`src/rtl/fpc_rr_tag_sched_pkg.sv`:
```
// Shared constants and tag helpers for the read-request tag scheduler.
package fpc_rr_pkg;

  localparam int NCHAN     = 4;
  localparam int TAG_W     = 8;
  localparam int TAG_IDX_W = 5;

  function automatic logic [TAG_IDX_W-1:0] tag_idx(input logic [TAG_W-1:0] tag);
    return {tag[4:3], tag[2:0]};
  endfunction

  function automatic logic tag_malformed(input logic [TAG_W-1:0] tag);
    return |tag[7:5];
  endfunction

endpackage

```
`src/rtl/fpc_rr_tag_sched_if.sv`:
```
// Snooped mux-issue handshake and completion stream seen by the tag scheduler.
interface fpc_rr_tag_sched_if;
  import fpc_rr_pkg::*;

  logic             rrm_valid;
  logic             rrm_ready;
  logic [TAG_W-1:0] rrm_tag;
  logic             cpl_valid;
  logic [TAG_W-1:0] cpl_tag;
  logic             cpl_last;

  modport master (
    output rrm_valid, rrm_ready, rrm_tag,
    output cpl_valid, cpl_tag, cpl_last
  );

  modport slave (
    input rrm_valid, rrm_ready, rrm_tag,
    input cpl_valid, cpl_tag, cpl_last
  );
endinterface

```
`src/rtl/fpc_rr_tag_sched_scoreboard.sv`:
```
// In-flight tag bitmap with outstanding count, per-channel idle flags and
// sticky first-error capture.
module fpc_tag_scoreboard
  import fpc_rr_pkg::*;
(
  input  logic                 clock,
  input  logic                 reset,
  input  logic                 set_valid,
  input  logic [TAG_W-1:0]     set_tag,
  input  logic                 clr_valid,
  input  logic [TAG_W-1:0]     clr_tag,
  output logic [31:0]          busy,
  output logic [5:0]           count,
  output logic [NCHAN-1:0]     chan_idle,
  output logic                 err,
  output logic [TAG_W-1:0]     err_tag,
  output logic                 freed
);

  logic [31:0]      busy_r,  busy_next_s;
  logic [5:0]       count_r, count_next_s;
  logic [NCHAN-1:0] idle_r,  idle_next_s;
  logic             err_r,   err_next_s;
  logic [TAG_W-1:0] err_tag_r, err_tag_next_s;
  logic             set_dup_s, clr_bad_s, do_set_s, do_clr_s;

  // Next-state computation for bitmap, count, idle flags and error capture.
  always_comb begin
    set_dup_s      = set_valid && busy_r[tag_idx(set_tag)];
    clr_bad_s      = clr_valid && (tag_malformed(clr_tag) || !busy_r[tag_idx(clr_tag)]);
    do_set_s       = set_valid && !set_dup_s;
    do_clr_s       = clr_valid && !clr_bad_s;
    busy_next_s    = busy_r;
    count_next_s   = count_r;
    err_next_s     = err_r;
    err_tag_next_s = err_tag_r;
    idle_next_s    = {NCHAN{1'b1}};

    if (do_clr_s) begin
      busy_next_s[tag_idx(clr_tag)] = 1'b0;
    end else begin
      busy_next_s = busy_next_s;
    end
    if (do_set_s) begin
      busy_next_s[tag_idx(set_tag)] = 1'b1;
    end else begin
      busy_next_s = busy_next_s;
    end

    // Simultaneous issue and free cancel out in the count.
    if (do_set_s && !do_clr_s) begin
      count_next_s = (count_r == 6'd32) ? count_r : count_r + 6'd1;
    end else if (do_clr_s && !do_set_s) begin
      count_next_s = (count_r == 6'd0) ? count_r : count_r - 6'd1;
    end else begin
      count_next_s = count_r;
    end

    if (!err_r && set_dup_s) begin
      err_next_s     = 1'b1;
      err_tag_next_s = set_tag;
    end else if (!err_r && clr_bad_s) begin
      err_next_s     = 1'b1;
      err_tag_next_s = clr_tag;
    end else begin
      err_next_s     = err_r;
      err_tag_next_s = err_tag_r;
    end

    for (int n = 0; n < NCHAN; n++) begin
      idle_next_s[n] = ~|busy_next_s[8*n +: 8];
    end
  end

  // State registers; reset drops all tracking.
  always_ff @(posedge clock) begin
    if (reset) begin
      busy_r    <= 32'd0;
      count_r   <= 6'd0;
      idle_r    <= {NCHAN{1'b1}};
      err_r     <= 1'b0;
      err_tag_r <= 8'd0;
    end else begin
      busy_r    <= busy_next_s;
      count_r   <= count_next_s;
      idle_r    <= idle_next_s;
      err_r     <= err_next_s;
      err_tag_r <= err_tag_next_s;
    end
  end

  assign busy      = busy_r;
  assign count     = count_r;
  assign chan_idle = idle_r;
  assign err       = err_r;
  assign err_tag   = err_tag_r;
  assign freed     = do_clr_s;

endmodule

```
`src/rtl/fpc_rr_tag_sched.sv`:
```
// Read-request admission scheduler: per-channel tag gating and global
// outstanding limit. Optional stats counters under FPC_RR_STATS_EN.
module fpc_rr_tag_sched
  import fpc_rr_pkg::*;
#(
  parameter int MAX_OUTSTANDING = 16
) (
  input  logic                    clock,
  input  logic                    reset,
  input  logic [NCHAN-1:0]        chan_enable,
  input  logic [NCHAN-1:0]        rr_valid,
  input  logic [3*NCHAN-1:0]      rr_la_lsb,
  output logic [NCHAN-1:0]        rr_valid_gated,
  fpc_rr_tag_sched_if.slave       bus,
  output logic [5:0]              outstanding,
  output logic [31:0]             tag_busy,
  output logic [NCHAN-1:0]        chan_idle,
  output logic                    err_cpl,
  output logic [TAG_W-1:0]        err_tag
`ifdef FPC_RR_STATS_EN
  ,
  output logic [127:0]            stat_issued,
  output logic [127:0]            stat_done
`endif
);

  logic             issue_s, cpl_end_s, freed_s, room_s;
  logic [NCHAN-1:0] gate_r, gate_next_s;

  assign issue_s   = bus.rrm_valid && bus.rrm_ready;
  assign cpl_end_s = bus.cpl_valid && bus.cpl_last;

  fpc_tag_scoreboard u_sb (
    .clock     (clock),
    .reset     (reset),
    .set_valid (issue_s),
    .set_tag   (bus.rrm_tag),
    .clr_valid (cpl_end_s),
    .clr_tag   (bus.cpl_tag),
    .busy      (tag_busy),
    .count     (outstanding),
    .chan_idle (chan_idle),
    .err       (err_cpl),
    .err_tag   (err_tag),
    .freed     (freed_s)
  );

  // Admission decision uses the current bitmap; the mux's revisit spacing
  // covers the one-cycle lag, so no in-flight reservation is kept.
  always_comb begin
    room_s      = (outstanding < 6'(MAX_OUTSTANDING));
    gate_next_s = {NCHAN{1'b0}};
    for (int n = 0; n < NCHAN; n++) begin
      gate_next_s[n] = rr_valid[n] && chan_enable[n] && room_s &&
                       !tag_busy[{n[1:0], rr_la_lsb[3*n +: 3]}];
    end
  end

  // Registered gate outputs.
  always_ff @(posedge clock) begin
    if (reset) begin
      gate_r <= {NCHAN{1'b0}};
    end else begin
      gate_r <= gate_next_s;
    end
  end

  assign rr_valid_gated = gate_r;

`ifdef FPC_RR_STATS_EN
  logic [127:0] issued_r, done_r;

  // Per-channel wrapping issue/free counters.
  always_ff @(posedge clock) begin
    if (reset) begin
      issued_r <= 128'd0;
      done_r   <= 128'd0;
    end else begin
      for (int n = 0; n < NCHAN; n++) begin
        if (issue_s && (bus.rrm_tag[4:3] == n[1:0])) begin
          issued_r[32*n +: 32] <= issued_r[32*n +: 32] + 32'd1;
        end
        if (freed_s && (bus.cpl_tag[4:3] == n[1:0])) begin
          done_r[32*n +: 32] <= done_r[32*n +: 32] + 32'd1;
        end
      end
    end
  end

  assign stat_issued = issued_r;
  assign stat_done   = done_r;
`endif

endmodule

```
`src/flat_wrapper.sv`:
```
// flat-port wrapper written by rule: the top's interface ports become plain ports
module fpc_rr_tag_sched_flat import fpc_rr_pkg::*;
#(
  parameter int MAX_OUTSTANDING = 16
)
  (clock, reset, chan_enable, rr_valid, rr_la_lsb, rr_valid_gated, outstanding, tag_busy, chan_idle, err_cpl, err_tag, bus_rrm_valid, bus_rrm_ready, bus_rrm_tag, bus_cpl_valid, bus_cpl_tag, bus_cpl_last);
  fpc_rr_tag_sched_if bus_i ();
  input  logic clock;
  input  logic reset;
  input  logic [NCHAN-1:0] chan_enable;
  input  logic [NCHAN-1:0] rr_valid;
  input  logic [3*NCHAN-1:0] rr_la_lsb;
  output logic [NCHAN-1:0] rr_valid_gated;
  output logic [5:0] outstanding;
  output logic [31:0] tag_busy;
  output logic [NCHAN-1:0] chan_idle;
  output logic err_cpl;
  output logic [TAG_W-1:0] err_tag;
  input wire logic [$bits(bus_i.rrm_valid)-1:0] bus_rrm_valid;
  input wire logic [$bits(bus_i.rrm_ready)-1:0] bus_rrm_ready;
  input wire logic [$bits(bus_i.rrm_tag)-1:0] bus_rrm_tag;
  input wire logic [$bits(bus_i.cpl_valid)-1:0] bus_cpl_valid;
  input wire logic [$bits(bus_i.cpl_tag)-1:0] bus_cpl_tag;
  input wire logic [$bits(bus_i.cpl_last)-1:0] bus_cpl_last;
  assign bus_i.rrm_valid = bus_rrm_valid;
  assign bus_i.rrm_ready = bus_rrm_ready;
  assign bus_i.rrm_tag = bus_rrm_tag;
  assign bus_i.cpl_valid = bus_cpl_valid;
  assign bus_i.cpl_tag = bus_cpl_tag;
  assign bus_i.cpl_last = bus_cpl_last;
  fpc_rr_tag_sched #(.MAX_OUTSTANDING(MAX_OUTSTANDING)) u_core (.clock(clock), .reset(reset), .chan_enable(chan_enable), .rr_valid(rr_valid), .rr_la_lsb(rr_la_lsb), .rr_valid_gated(rr_valid_gated), .bus(bus_i), .outstanding(outstanding), .tag_busy(tag_busy), .chan_idle(chan_idle), .err_cpl(err_cpl), .err_tag(err_tag));
endmodule
```
`config.mk`:
```
export PLATFORM = sky130hd
export DESIGN_NAME = fpc_rr_tag_sched_flat
export DESIGN_NICKNAME = d
export VERILOG_FILES = /design/src/rtl/fpc_rr_tag_sched_pkg.sv /design/src/rtl/fpc_rr_tag_sched_if.sv /design/src/rtl/fpc_rr_tag_sched_scoreboard.sv /design/src/rtl/fpc_rr_tag_sched.sv /design/src/flat_wrapper.sv
export SDC_FILE = /design/constraint.sdc
export NUM_CORES = 1
export LEC_CHECK = 0
export CELL_PAD_IN_SITES_DETAIL_PLACEMENT = 0
export CELL_PAD_IN_SITES_GLOBAL_PLACEMENT = 2
export CORE_ASPECT_RATIO = 1.2
export CORE_MARGIN = 5
export CORE_UTILIZATION = 29
export DETAILED_ROUTE_END_ITERATION = 16
export PLACE_DENSITY_LB_ADDON = 0.12
export REMOVE_ABC_BUFFERS = 1
export SLEW_MARGIN = 20
export SYNTH_ARGS = -nofsm -noshare
export SYNTH_HDL_FRONTEND = slang
export SYNTH_SLANG_ARGS = --single-unit
```
`constraint.sdc`:
```
create_clock -name clock -period 4.85 [get_ports clock]
set_clock_uncertainty 0.15 [all_clocks]
set_input_delay 0.97 -clock clock [delete_from_list [all_inputs] [get_ports clock]]
set_output_delay 0.97 -clock clock [all_outputs]
set_load 0.1 [all_outputs]
```
Word-level counts from Yosys, hierarchy flattened --
Index checks and enable logic that the tools add are counted.
Word-level totals: bits in latches 0, bits in writable memories 0, flip-flop bits (word level) 55, bits in read-only memories 0, memories 0, output and inout port bits 55, input port bits 42
Cells by class: bitwise gates (word level) 3, $add $sub $neg 2, equal/unequal tests 3, divide/modulo/power cells 0, order comparisons 9, multiply operators 0, reduce and logical (&&, ||, !) cells 48, muxes and demuxes 26, shift operators 0
Operators by type and width (number):
- two-way mux 32 bit | 2
- bitwise AND 32 bit | 1
- inverter 32 bit | 1
- bitwise OR 32 bit | 1
- OR reduction 8 bit | 4
- logical AND 1 bit | 24
- < comparator 5 x 6 -> 1 bit (second input constant) | 4
- two-way mux 6 bit | 4
- two-way mux 8 bit | 2
- zero test 1 bit | 14
- binary-select mux 1 bit (select 3 bit) | 4
- binary-select mux 1 bit (select 5 bit) | 2
- demux 1 bit (select 5 bit) | 2
- >= comparator 5 x 1 -> 1 bit (second input constant) | 2
- two-way mux 1 bit | 10
- adder 6 x 1 -> 6 bit (second input constant) | 1
- equality test 6 bit (second input constant) | 1
- zero test 6 bit | 1
- < comparator 3 x 6 -> 1 bit (second input constant) | 1
- < comparator 4 x 6 -> 1 bit (second input constant) | 1
- < comparator 6 x 5 -> 1 bit (second input constant) | 1
- subtractor 6 x 1 -> 6 bit (second input constant) | 1
- inequality test 2 bit (second input constant) | 2
- nonzero test 2 bit | 2
- 3 further kinds | 3

Logic depth before layout (Yosys ltp) --
Gate-level depths: netlist of the first run.
depth after elaboration 12, depth in mapped cells 17, gate-level depth less buffers 15

Modules after synthesis --
A second synthesis of the first run with hierarchy kept.
Second synthesis, totals: cells, all modules 435, area total of the unflattened synthesis 3788.6 µm²
By module, submodules not included:
- fpc_tag_scoreboard | area an instance 3372.0 µm², instances 1, cells each 400, seq. area each 1021.0 µm²
- fpc_rr_tag_sched | area an instance 416.6 µm², instances 1, cells each 35, seq. area each 80.1 µm²

Least setup slack after synthesis of the first run --
OpenSTA, ideal clock, no wires.
path kind input to register, from input port bus_cpl_tag[0], to register u_core.u_sb.count_r[5], in the netlist u_core.u_sb.count[5], required time 4629 ps, library setup time 71 ps, setup slack 396 ps, data arrival time 4234 ps, cell stages on the path 16, cell sequence buf_6 mux4_1 a32o_2 nor4_4 a21oi_2 nand3_1 ha_1 inv_1 ha_1 a21o_1 a21oi_1 o21bai_1 a21oi_1 xnor2_1 or3_1 a21oi_1
Between the ends: cells in the longest elaborated chain, start to end 11, elaborated cells on any way between the ends 15, those cells by class eq/ne (2); mux (3); reduce/logical (10)
Ends and longest elaborated chain:
- start, declared | line flat_wrapper.sv:23 | input wire logic [$bits(bus_i.cpl_tag)-1:0] bus_cpl_tag;
- binary-select mux 1 bit (select 5 bit) (*) | line fpc_rr_tag_sched_scoreboard.sv:30 | clr_bad_s = clr_valid && (tag_malformed(clr_tag) || !busy_r[tag_idx(clr_tag)]);
- two-way mux 1 bit (implied by the code) (*) | line fpc_rr_tag_sched_scoreboard.sv:30
- zero test 1 bit (*) | line fpc_rr_tag_sched_scoreboard.sv:30
- logical OR 1 bit (*) | line fpc_rr_tag_sched_scoreboard.sv:30
- logical AND 1 bit (*) | line fpc_rr_tag_sched_scoreboard.sv:30
- zero test 1 bit (*) | line fpc_rr_tag_sched_scoreboard.sv:32 | do_clr_s = clr_valid && !clr_bad_s;
- logical AND 1 bit (*) | line fpc_rr_tag_sched_scoreboard.sv:32
- zero test 1 bit | line fpc_rr_tag_sched_scoreboard.sv:51 | if (do_set_s && !do_clr_s) begin
- logical AND 1 bit | line fpc_rr_tag_sched_scoreboard.sv:51
- inequality test 2 bit (no source line) / nonzero test 2 bit (equally long branches)
- AND reduction 3 bit (no source line)
- end signal, assigned | line fpc_rr_tag_sched_scoreboard.sv:85 | count_r <= count_next_s;
- end, declared | line fpc_rr_tag_sched_scoreboard.sv:21 | logic [5:0] count_r, count_next_s;
Every way passes the cells marked *; elsewhere a longest branch is shown, timed or not. The select of a mux whose other input is x is not followed. A chain may end at the register's enable or synchronous reset.

Final worst setup path of the first run --
from input port bus_rrm_tag[0], to register u_core.u_sb.count_r[5], in the netlist u_core.u_sb.count[5]
Between the ends: cells in the longest elaborated chain, start to end 9, elaborated cells on any way between the ends 13, those cells by class eq/ne (2); mux (3); reduce/logical (8)
Ends and longest elaborated chain:
- start, declared | line flat_wrapper.sv:21 | input wire logic [$bits(bus_i.rrm_tag)-1:0] bus_rrm_tag;
- binary-select mux 1 bit (select 5 bit) (*) | line fpc_rr_tag_sched_scoreboard.sv:29 | set_dup_s = set_valid && busy_r[tag_idx(set_tag)];
- two-way mux 1 bit (implied by the code) (*) | line fpc_rr_tag_sched_scoreboard.sv:29
- logical AND 1 bit (*) | line fpc_rr_tag_sched_scoreboard.sv:29
- zero test 1 bit (*) | line fpc_rr_tag_sched_scoreboard.sv:31 | do_set_s = set_valid && !set_dup_s;
- logical AND 1 bit (*) | line fpc_rr_tag_sched_scoreboard.sv:31
- zero test 1 bit | line fpc_rr_tag_sched_scoreboard.sv:53 | end else if (do_clr_s && !do_set_s) begin
- logical AND 1 bit | line fpc_rr_tag_sched_scoreboard.sv:53
- nonzero test 2 bit (no source line)
- AND reduction 3 bit (no source line)
Marked as above.

==> impl_summary.txt, run 1 <==
----------------------------------------------------
[Outcome]
  Status ... finished, final reports clean

[Worst setup path]
  Reg2reg end ... u_core.u_sb.count[5]
  R2R setup slack ... 1.34 ns
  Crit path launch type ... input pin
  Largest fanout on the critical path ... 18
  Startpoint of the most critical register-to-register path ... u_core.u_sb.busy[11]
  Required time of the critical path ... 4.93 ns
  Capturing element type of the critical path ... register
  Critical path type ... input pin to register
  Data arrival time of the worst path ... 4.59 ns
  Reg2reg path depth ... 15

[Clocking]
  Post-CTS Resized ... 0
  Buffer count from post-CTS setup fixing ... 0
  Deepest level of the CTS H-tree ... 2
  TritonCTS buffer count ... 5
  Max Root-Sink Buffers ... 2
  Clock tree from TritonCTS ... yes
  Clock transition time at the flip-flop clock pins of the worst setup and hold paths ... 0.07 ns
  Root buf cell ... clkbuf_16
  Sink Count ... 55
  Clock Latency Late Sink ... 0.30 ns
  Cts hold-fix bufs ... 0

[STA]
  Max Freq ... 221 MHz
  Final Hold Vio Count ... 0
  Share of the clock period used by the worst path ... 93.1%
  Pin slew with the least headroom to its limit ... 0.987 ns
  Number of slew-limit violations in the final report ... 0
  Post-Route Hold Slack ... 0.350 ns
  Worst relative slew slack ... 34.0%
  RSZ-0062 raised after global routing ... no
  Count of endpoints failing setup in the final report ... 0
  Shortest clock period the worst path allows after layout ... 4.52 ns

[Layout]
  Layout Utilization ... 41.4%
  Post-layout instance area ... 0.00503 sq mm
  Diode count ... 0
  Layout net count ... 549
  Area growth from synthesis to layout ... 39.5%
  Fraction of layout instances using a drive strength above 1 ... 14.0%
  Layout Cells excl Fill ... 662

[Place]
  Routability Congestion ... 0.925
  Placed cell count ... 655
  Number of I/O port buffers ... 96
  DPL Wire Length ... 10500 um
  Area after detailed placement ... 0.00488 sq mm

[Global route]
  Global-route usage over all layers ... 18.4%
  Number of global-route vias before repair ... 3745
  Global-route wire length before repair ... 21500 um
  Maximum number of pins on one net before global-route repair ... 28
  Antenna violations before repair ... 1
  Aggregate global routing overflow ... 0

[Power and ir drop]
  Leak pwr ... 0.00181 uW
  Sum of internal, switching and leakage power ... 1200 uW
  Net load switching power ... 399 uW
  Internal portion of total power ... 796 uW
  Clock power share ... 30.5%
  PwrDens ... 238 mW/mm^2
  Max IR drop VDD ... 120 uV
  Sequential Power Share ... 40.2%
  Switching part of the total power ... 33.4%
  Gate power share ... 29.3%

[Yosys]
  Commonest cells in the synthesized netlist ... dfxtp_1, nor2_1, nand2_1, a21oi_1, mux2i_1
  Share of synthesized area occupied by flip-flops and latches ... 30.5%
  Mean cell area of the mapped netlist ... 9.15 sq um
  Arithmetic-cell share of the synthesized area counting full adders, half adders and majority gates ... 2.29%
  Gate count after technology mapping ... 394
  Mux share of post-synthesis cell area ... 20.1%
  Area share of the largest cell type after synthesis ... 30.5%
  Count of cell types in the netlist ... 67
  Most used flip-flop cell after synthesis ... dfxtp_1
  Fraction of synthesis flops using an asynchronous set or reset pin ... 0%
  Top cells by area in the synthesized netlist ... dfxtp_1, mux4_2, mux2i_1
  Netlist Area Pre-Place ... 0.00361 sq mm
  Post-synthesis xor/xnor area fraction ... 1.21%
  Most common cell in the synthesized netlist ... dfxtp_1
  Register bit total from synthesis ... 55
  Simple-gate share of the synthesized area ... 23.3%
  Combinational family with the most area after synthesis ... simple AND/OR/NAND/NOR gates
  Count of flip-flops with a built-in enable after synthesis ... 0
  Cell taking the most area after synthesis ... dfxtp_1
  Synthesized-area fraction occupied by ao, oa, aoi and oai cells ... 18.5%
  Warnings from Yosys ... 0

[Worst hold path]
  Number of stages on the worst hold path ... 2
  WHS Endpoint ... u_core.u_sb.err_tag[5]
  Path class of the lowest-slack min-delay path ... register to register
  Worst Hold Launch ... u_core.u_sb.err_tag[5]

[Routing]
  Drc violations ... 0
  Total wire length after detailed routing ... 13500 um
  Via count of the routed design ... 3573
  Pre-Repair DR Iteration Count ... 7
  WL per Instance ... 20.4 um
  Vias per cell ... 5.40
  Antenna violation net count after detailed routing ... 0
  Number of violations reported at the end of detailed-routing iteration 0 ... 290

[Floorplanning]
  Effective utilization at floorplan ... 29.6%
  Floorplan Core Area ... 0.0122 sq mm
  Row Count ... 44
  Die Y ... 132 um
  Chip width ... 112 um
  Die area ... 0.0148 sq mm
  Number of top-level design ports ... 97

[Flow run]
  Count of max-cap constraint violations ... 0

----------------------------------------------------
-- flip-flops by register name (all words and copies together), names as in the netlist --
| name | count |
|---|---|
| u_core.rr_valid_gated | 4 |
| u_core.u_sb.busy | 32 |
| u_core.u_sb.chan_idle | 4 |
| u_core.u_sb.count | 6 |
| u_core.u_sb.err | 1 |
| u_core.u_sb.err_tag | 8 |
-- layer usage --
metal	share of wire [%]	vias up	GRT usage, %	routed length [um]
li1	-	1696	-	-
met1	43	1732	23.7	5760
met2	49	128	31.4	6670
met3	5.8	17	3.26	777
met4	2.0	0	5.48	274
met5	0	-	0	0
-- worst max-delay path, stage by stage --
cell             delay (ns)
clkdlybuf4s50_1        0.50
buf_12                 0.18
mux4_2                 0.52
mux2_2                 0.30
o2bb2ai_1              0.18
or3_1                  0.15
nor2b_1                0.14
ha_1                   0.17
inv_1                  0.06
ha_1                   0.27
a21o_1                 0.19
a21oi_2                0.15
o21bai_1               0.07
a21oi_1                0.17
xnor2_1                0.09
or3_1                  0.31
a21oi_1                0.14
-- through the flow --
step                      setup TNS [ns]  worst slack, ns
final                                  0            0.334
after global routing                   0           0.0205
after CTS                              0            0.304
after detailed placement        -0.00603         -0.00603
after global placement                 0           0.0565
after floorplan                        0            0.524
-- cells by family (layout without fill, tap and decap cells) --
| group | Yosys count | after routing |
|---|---|---|
| XOR/XNOR | 5 | 5 |
| AO/OA/AOI/OAI | 96 | 96 |
| flip-flops | 55 | 55 |
| buffers and inverters | 30 | 137 |
| adder cells (fa/ha/maj) | 6 | 6 |
| multiplexers | 43 | 43 |
| AND/OR/NAND/NOR | 159 | 159 |
-- power groups by stage --
stage	clock network (uW)	registers [uW]	logic (uW)
6_report	364	481	350
5_1_grt	399	483	373
4_1_cts	379	481	351
3_5_place_dp	0	492	350
3_3_place_gp	0	491	350
2_1_floorplan	0	603	95.1
-- cell usage in the layout, fill, tap and decap left out, types with 2 or more instances in the layout --
master,count
a21oi_1,26
nand4_1,3
nand2b_1,5
and4_1,5
o31ai_1,4
ha_1,5
mux4_1,4
nor3_1,8
or3_1,6
or4b_1,3
o21a_1,8
and2_1,9
inv_1,8
a211oi_1,9
nand2_1,33
o21ai_0,15
nor2b_1,8
o22ai_1,2
or4bb_1,2
buf_4,23
buf_12,3
nor2_1,48
nand3_1,11
mux2_2,2
mux2i_1,19
a21oi_2,2
a41o_1,3
clkbuf_16,5
or2_2,2
a22oi_1,5
a21o_1,2
mux4_2,18
or4_1,2
clkdlybuf4s50_1,95
and3_1,4
xnor2_1,5
a221oi_1,2
a31oi_1,2
dfxtp_1,55
-- cell type report --
class | count | area (sq um)
fillers | 1240 | 7140
multi-input cells | 309 | 2370
repair buffers | 122 | 1190
flip-flops and latches | 55 | 1100
well taps | 161 | 201
clock buffers | 6 | 139
inverters | 8 | 30.0
clock inverters | 1 | 5.00
-- how the worst max path moves through the flow --
stage	from	end	slack (ns)	depth (start not counted)
CTS	bus_cpl_tag[0]	u_core.u_sb.count[5]	0.30	17
global route	bus_rrm_tag[0]	u_core.u_sb.count[5]	0.02	17
detailed placement	bus_cpl_tag[0]	u_core.u_sb.count[5]	-0.006	17
finish	bus_rrm_tag[0]	u_core.u_sb.count[5]	0.33	17
floorplan	bus_cpl_tag[0]	u_core.u_sb.count[5]	0.52	15
global placement	bus_cpl_tag[0]	u_core.u_sb.count[5]	0.06	17
(Power assumes the default switching activity.)
==> run 2: changes to the inputs <==
--- a/config.mk
+++ b/config.mk
@@ -13,6 +13,7 @@
 export DETAILED_ROUTE_END_ITERATION = 16
 export PLACE_DENSITY_LB_ADDON = 0.12
 export REMOVE_ABC_BUFFERS = 1
+export SKIP_LAST_GASP = 1
 export SLEW_MARGIN = 20
 export SYNTH_ARGS = -nofsm -noshare
 export SYNTH_HDL_FRONTEND = slang
==> constraint.sdc (replaced) <==
create_clock -name clock -period 4.85 [get_ports clock]
set_clock_uncertainty 0.15 [all_clocks]
set_input_delay 0.97 -clock clock [delete_from_list [all_inputs] [get_ports clock]]
set_output_delay 0.97 -clock clock [all_outputs]
set_load 0.005 [all_outputs]
==> results of run 2 <==
Same layout as run 1 (identical final DEF). Status: finished, final reports clean.
Main changes from that run: total power 1200 uW -> 1080 uW; worst IR drop on VDD 120 uV -> 117 uV
==> run 3: changes to the inputs <==
--- a/config.mk
+++ b/config.mk
@@ -9,7 +9,7 @@
 export CELL_PAD_IN_SITES_GLOBAL_PLACEMENT = 2
 export CORE_ASPECT_RATIO = 1.2
 export CORE_MARGIN = 5
-export CORE_UTILIZATION = 29
+export CORE_UTILIZATION = 31
 export DETAILED_ROUTE_END_ITERATION = 16
 export PLACE_DENSITY_LB_ADDON = 0.12
 export REMOVE_ABC_BUFFERS = 1
==> constraint.sdc (replaced) <==
create_clock -name clock -period 5.7 [get_ports clock]
set_clock_uncertainty 0.15 [all_clocks]
set_input_delay 1.14 -clock clock [delete_from_list [all_inputs] [get_ports clock]]
set_output_delay 1.14 -clock clock [all_outputs]
set_load 0.005 [all_outputs]
==> impl_summary.txt, run 3 (same netlist as run 1, synthesis figures left out) <==
----------------------------------------------------
[Outcome]
  Status ... finished, final reports clean

[Routing]
  Pre-Repair DR Iteration Count ... 5
  DRT met1 WL ... 5650 um
  Number of violations reported at the end of detailed-routing iteration 0 ... 224
  Uppermost routed layer ... met4
  Antenna violation net count after detailed routing ... 0
  Drc violations ... 0
  Met2 WL post-DR ... 6350 um
  Total wire length after detailed routing ... 13100 um
  Via count of the routed design ... 3554
  Vias per cell ... 5.51
  WL per Instance ... 20.3 um
  Met3 wirelength from detailed routing ... 814 um

[Clocking]
  Clock Latency Late Sink ... 0.30 ns
  Sink Count ... 55
  Max Root-Sink Buffers ... 2
  TritonCTS buffer count ... 5
  Root buf cell ... clkbuf_16
  Clock tree from TritonCTS ... yes
  Deepest level of the CTS H-tree ... 2
  Cts hold-fix bufs ... 0
  Post-CTS Resized ... 0
  Buffer count from post-CTS setup fixing ... 0
  Clock transition time at the flip-flop clock pins of the worst setup and hold paths ... 0.07 ns

[Place]
  DPL Wire Length ... 10100 um
  Number of I/O port buffers ... 96
  Routability Congestion ... 0.905

[Layout]
  Diode count ... 0
  Commonest non-fill, non-tap cell in the layout ... clkdlybuf4s50_1
  Fraction of layout instances using a drive strength above 1 ... 10.9%
  Filler cell count in the final layout ... 1168
  Area growth from synthesis to layout ... 35.3%
  Flip-flop count of the largest register, all copies and words added ... 32
  Commonest cells after routing, fill and taps aside ... clkdlybuf4s50_1, dfxtp_1, nor2_1
  Layout net count ... 535

[Power and ir drop]
  Sum of internal, switching and leakage power ... 899 uW
  PwrDens ... 184 mW/mm^2
  Max IR drop VDD ... 116 uV
  Leak pwr ... 0.00173 uW

[STA]
  Max Freq ... 189 MHz
  RSZ-0062 raised after global routing ... no
  Pin slew with the least headroom to its limit ... 0.827 ns
  Final sum of negative setup slack ... 0 ns
  Share of the clock period used by the worst path ... 92.9%
  Worst relative slew slack ... 44.8%
  Count of endpoints failing setup in the final report ... 0
  Final Hold Vio Count ... 0
  Number of slew-limit violations in the final report ... 0
  Post-Route Hold Slack ... 0.346 ns
  Shortest clock period the worst path allows after layout ... 5.29 ns

[Floorplanning]
  Floorplan Core Area ... 0.0115 sq mm
  Number of top-level design ports ... 97
  Die Y ... 128 um
  Chip width ... 108 um
  Row Count ... 43
  Effective utilization at floorplan ... 31.5%
  Die area ... 0.0139 sq mm

[Global route]
  Maximum number of pins on one net before global-route repair ... 48
  Aggregate global routing overflow ... 0
  Antenna violations before repair ... 0
  Global-route wire length before repair ... 20800 um
  Global-route usage over all layers ... 19.3%
  Number of global-route vias before repair ... 3679

[Worst setup path]
  Dominant cell type by count on the critical path ... a21oi_1
  List of cells traversed by the critical path ... clkdlybuf4s50_1, buf_4, mux4_2, mux2i_1, o2bb2ai_1, or3_1, nor2b_1, ha_1, inv_1, ha_1, a21o_1, a21oi_1, o21bai_1, a21oi_1, xnor2_1, or3_1, a21oi_1
  Critical path type ... input pin to register
  Crit path launch type ... input pin
  Slowest stage cell, crit path ... clkdlybuf4s50_1
  Capturing element type of the critical path ... register
  Slowest cell delay on critical path ... 0.76 ns
  Required time of the critical path ... 5.77 ns
  Data arrival time of the worst path ... 5.37 ns
  Largest fanout on the critical path ... 12

[Worst hold path]
  Path class of the lowest-slack min-delay path ... register to register

[Flow run]
  Count of max-cap constraint violations ... 0

----------------------------------------------------
run 3: cell types whose count changed in the layout (fill, tap and decap cells not counted):
cell             change
clkdlybuf4s50_1      +1
buf_12               -3
clkbuf_8             -1
a21oi_1              +1
a21oi_2              -1
clkbuf_1             +2
buf_4               -11
buf_2                -1
run 3: critical path, delay by kind of cell:
family | cells | cell delay (ns)
buffers and inverters | 3 | 1.19
AOI/OAI and AO/OA | 6 | 1.02
muxes | 2 | 0.74
and+or+nand+nor | 3 | 0.64
adders and majority gates | 2 | 0.54
xor gates and xnor gates | 1 | 0.09
run 3: path summary, 6_finish.rpt:
kind	from	endpoint	slack (ns)	cells after the start
max	bus_rrm_tag[0]	u_core.u_sb.count[5]	0.41	17
min	u_core.u_sb.err_tag[5]	u_core.u_sb.err_tag[5]	0.35	2
max reg2reg	u_core.u_sb.busy[10]	u_core.u_sb.count[5]	1.79	15
min reg2reg	u_core.u_sb.err_tag[5]	u_core.u_sb.err_tag[5]	0.35	2
run 3: per-stage QoR:
step                setup WS, ns  std cells  cell area, sq um  utilization, %
floorplan                   1.21        372              3490               -
global placement           0.267        637              4740            41.4
detailed placement         0.118        637              4740            41.4
CTS                        0.414        645              4880            42.6
global route              0.0386        645              4880            42.6
finish                     0.407        645              4880            42.6
run 3: layout make-up:
| type | count | area, sq um | area share (%) |
|---|---|---|---|
| Multi-Input combinational cell | 309 | 2360 | 48.4 |
| Sequential cell | 55 | 1100 | 22.6 |
| Timing Repair Buffer | 108 | 1050 | 21.5 |
| Tap cell | 157 | 196 | 4.03 |
| Clock buffer | 7 | 133 | 2.72 |
| Inverter | 8 | 30.0 | 0.616 |
| Clock inverter | 1 | 5.00 | 0.103 |
run 3: per-layer routing:
layer | global-route usage [%] | up-vias
met3 | 4.03 | 17
met5 | 0 | -
met2 | 32.4 | 151
met4 | 6.54 | 0
li1 | - | 1665
met1 | 24.5 | 1721
run 3: power breakdown:
group / leakage (uW) / internal, uW / switching (uW)
clock: 0.0000679 / 163 / 139
sequential: 0.000446 / 398 / 11.4
combinational: 0.00121 / 97.3 / 90.8
==> patch: new RTL, settings of run 1 <==
Compare `count_r` against `6'd32` with >= in place of ==.
--- a/src/rtl/fpc_rr_tag_sched_scoreboard.sv
+++ b/src/rtl/fpc_rr_tag_sched_scoreboard.sv
@@ -51,3 +51,3 @@
     if (do_set_s && !do_clr_s) begin
-      count_next_s = (count_r == 6'd32) ? count_r : count_r + 6'd1;
+      count_next_s = (count_r >= 6'd32) ? count_r : count_r + 6'd1;
     end else if (do_clr_s && !do_set_s) begin
Behaviour: no difference found for any inputs over 4 cycles, from zero or initial values and one cycle with reset high; that may be too few to reach the edited logic, so the function may still have changed.
==> patch against run 1 <==
  * Synthesized cell count decreased by 4.8%
  * Setup slack got worse by 0.033 ns
  * Total power increased by 7.4%
  * Non-clock buffer count increased by 14
  * Routed wire length decreased by 1.3%
  * Sequential cell count unchanged
  * Cell area increased by 1.0%
  * Synthesized area increased by 0.97%
  * Critical endpoint unchanged
  * Largest power group unchanged
==> patch: results (changes against run 1) <==
* Leakage at 1.931 nW (+6.5%)
* Fmax at 219.8 MHz (-0.72%)
* Slew headroom at 34.11% (+0.085 points)
* CTS clock-pin slew for the worst setup and hold paths at 0.07 ns (about the same)
* Hold worst-path end: u_core.u_sb.err_tag[7]
* First-pass GRT wire length at 20890 µm (-2.9%)
* Initial DRC Count at 242 (-17%)
* Inst Count DP at 651 (-0.61%)
* Worst hold slack at 0.3477 ns (-0.002555 ns)
* Cells after synthesis at 375 (-4.8%)
* CP Max Fanout at 9 (-9)
* Reg-to-reg slack, setup at 1.16 ns (-0.18 ns)
* Unique cell type count in the Yosys netlist at 68 (+1.5%)
* Post-placement setup slack at -0.1547 ns (-0.1487 ns)
* Post-DP HPWL at 10390 µm (-0.59%)
* Reg-to-Reg Start: u_core.u_sb.busy[9]
* Worst EP arrival at 4.63 ns (+0.04 ns)
* Number of global-route vias before repair at 3675 (-1.9%)
* Post-synthesis sequential area ratio at 30.24% (-0.29 points)
* Status: completed
* Reg2reg end: u_core.u_sb.count[5]
* Min-delay src: u_core.u_sb.err_tag[7]
* Share of cells above drive strength 1 at 18.27% (+4.3 points)
* Initial antenna violation count at 0 (-1)
* PwrDens at 252.4 mW/mm² (+6.2%)
* Post-synth top cells: dfxtp_1 (55), a21oi_1 (39), nor2_1 (29), nand2_1 (27), mux2i_1 (26)
* P_sw at 0.4619 mW (+16%)
* GRT Overall Usage at 17.79% (-0.59 points)
* DRT Pass-1 Iters at 4 (-3)
* DR WL/cell at 20.19 µm (-0.87%)
* Largest net degree at the start of global routing at 49 (+75%)
* Setup bufs post-CTS at 0 (unchanged)
* Crit path from: bus_cpl_tag[1]
* Layout Cells excl Fill at 659 (-0.45%)
* Via count at 3472 (-2.8%)
* Warnings from Yosys at 0 (unchanged)
* Placed cell area at 0.004932 mm² (+1.0%)
* Peak supply drop at 0.0001270 V (+5.8%)
* Final GP Congestion at 0.8404 (-9.2%)
* Final net count at 545 (-0.73%)
* Sequential share of power at 38.5% (-1.7 points)
* Clock network power at 0.360 mW (-1%)
* Synth area leaders: dfxtp_1 (30%), mux4_2 (8.7%), mux2i_1 (7.1%), a21oi_1 (5.4%), mux4_1 (4.3%)
* Biggest consumer: sequential cells
* Clock latency at the later pin of the worst-skew pair at 0.30 ns (about the same)
-- patch: cell count changes after synthesis, moves of 5 or more --
cell | before | now
and2_1 | 9 | 4
a211oi_1 | 9 | 1
a22oi_1 | 5 | 0
mux2_2 | 2 | 9
nor2_1 | 48 | 29
nand2_1 | 33 | 27
mux2i_1 | 19 | 26
a21oi_1 | 27 | 39
clkbuf_1 | 13 | 8
or3_1 | 6 | 1
o21ai_0 | 15 | 24
-- patch: layer usage --
layer | global-route usage (%) | vias to the layer above | share of wire (%)
li1 | - | 1670 | -
met1 | 23.70 | 1667 | 45
met2 | 30.02 | 126 | 48
met3 | 2.878 | 9 | 5.5
met4 | 4.476 | 0 | 1.1
met5 | 0 | - | 0
-- patch: cell families (layout without fill, tap and decap cells) --
group	after synthesis	after routing	synth area share [%]
adder cells (fa/ha/maj)	6	6	2.268
AND/OR/NAND/NOR	124	124	18.52
buffers and inverters	28	151	5.773
AO/OA/AOI/OAI	103	103	19.31
multiplexers	55	55	22.92
flip-flops	55	55	30.24
XOR/XNOR	4	4	0.9621
-- patch: cell type report --
type                    instances  area [µm²]
clock buffers                   7       132.6
clock inverters                 1       5.005
fillers                      1230        7138
inverters                       7       26.28
multi-input cells             292        2341
flip-flops and latches         55        1101
well taps                     161       201.4
repair buffers                136        1276
-- patch: worst max-delay path, cell delays in order --
cell	delay [ns]
clkdlybuf4s50_1	0.54
buf_4	0.21
mux4_2	0.31
mux2_2	0.27
a32o_2	0.28
o31ai_2	0.26
or2_2	0.15
ha_1	0.15
inv_1	0.06
ha_1	0.27
a21o_1	0.18
a21oi_1	0.17
o21bai_1	0.09
a21oi_1	0.18
xnor2_1	0.09
or3_1	0.30
a21oi_1	0.13
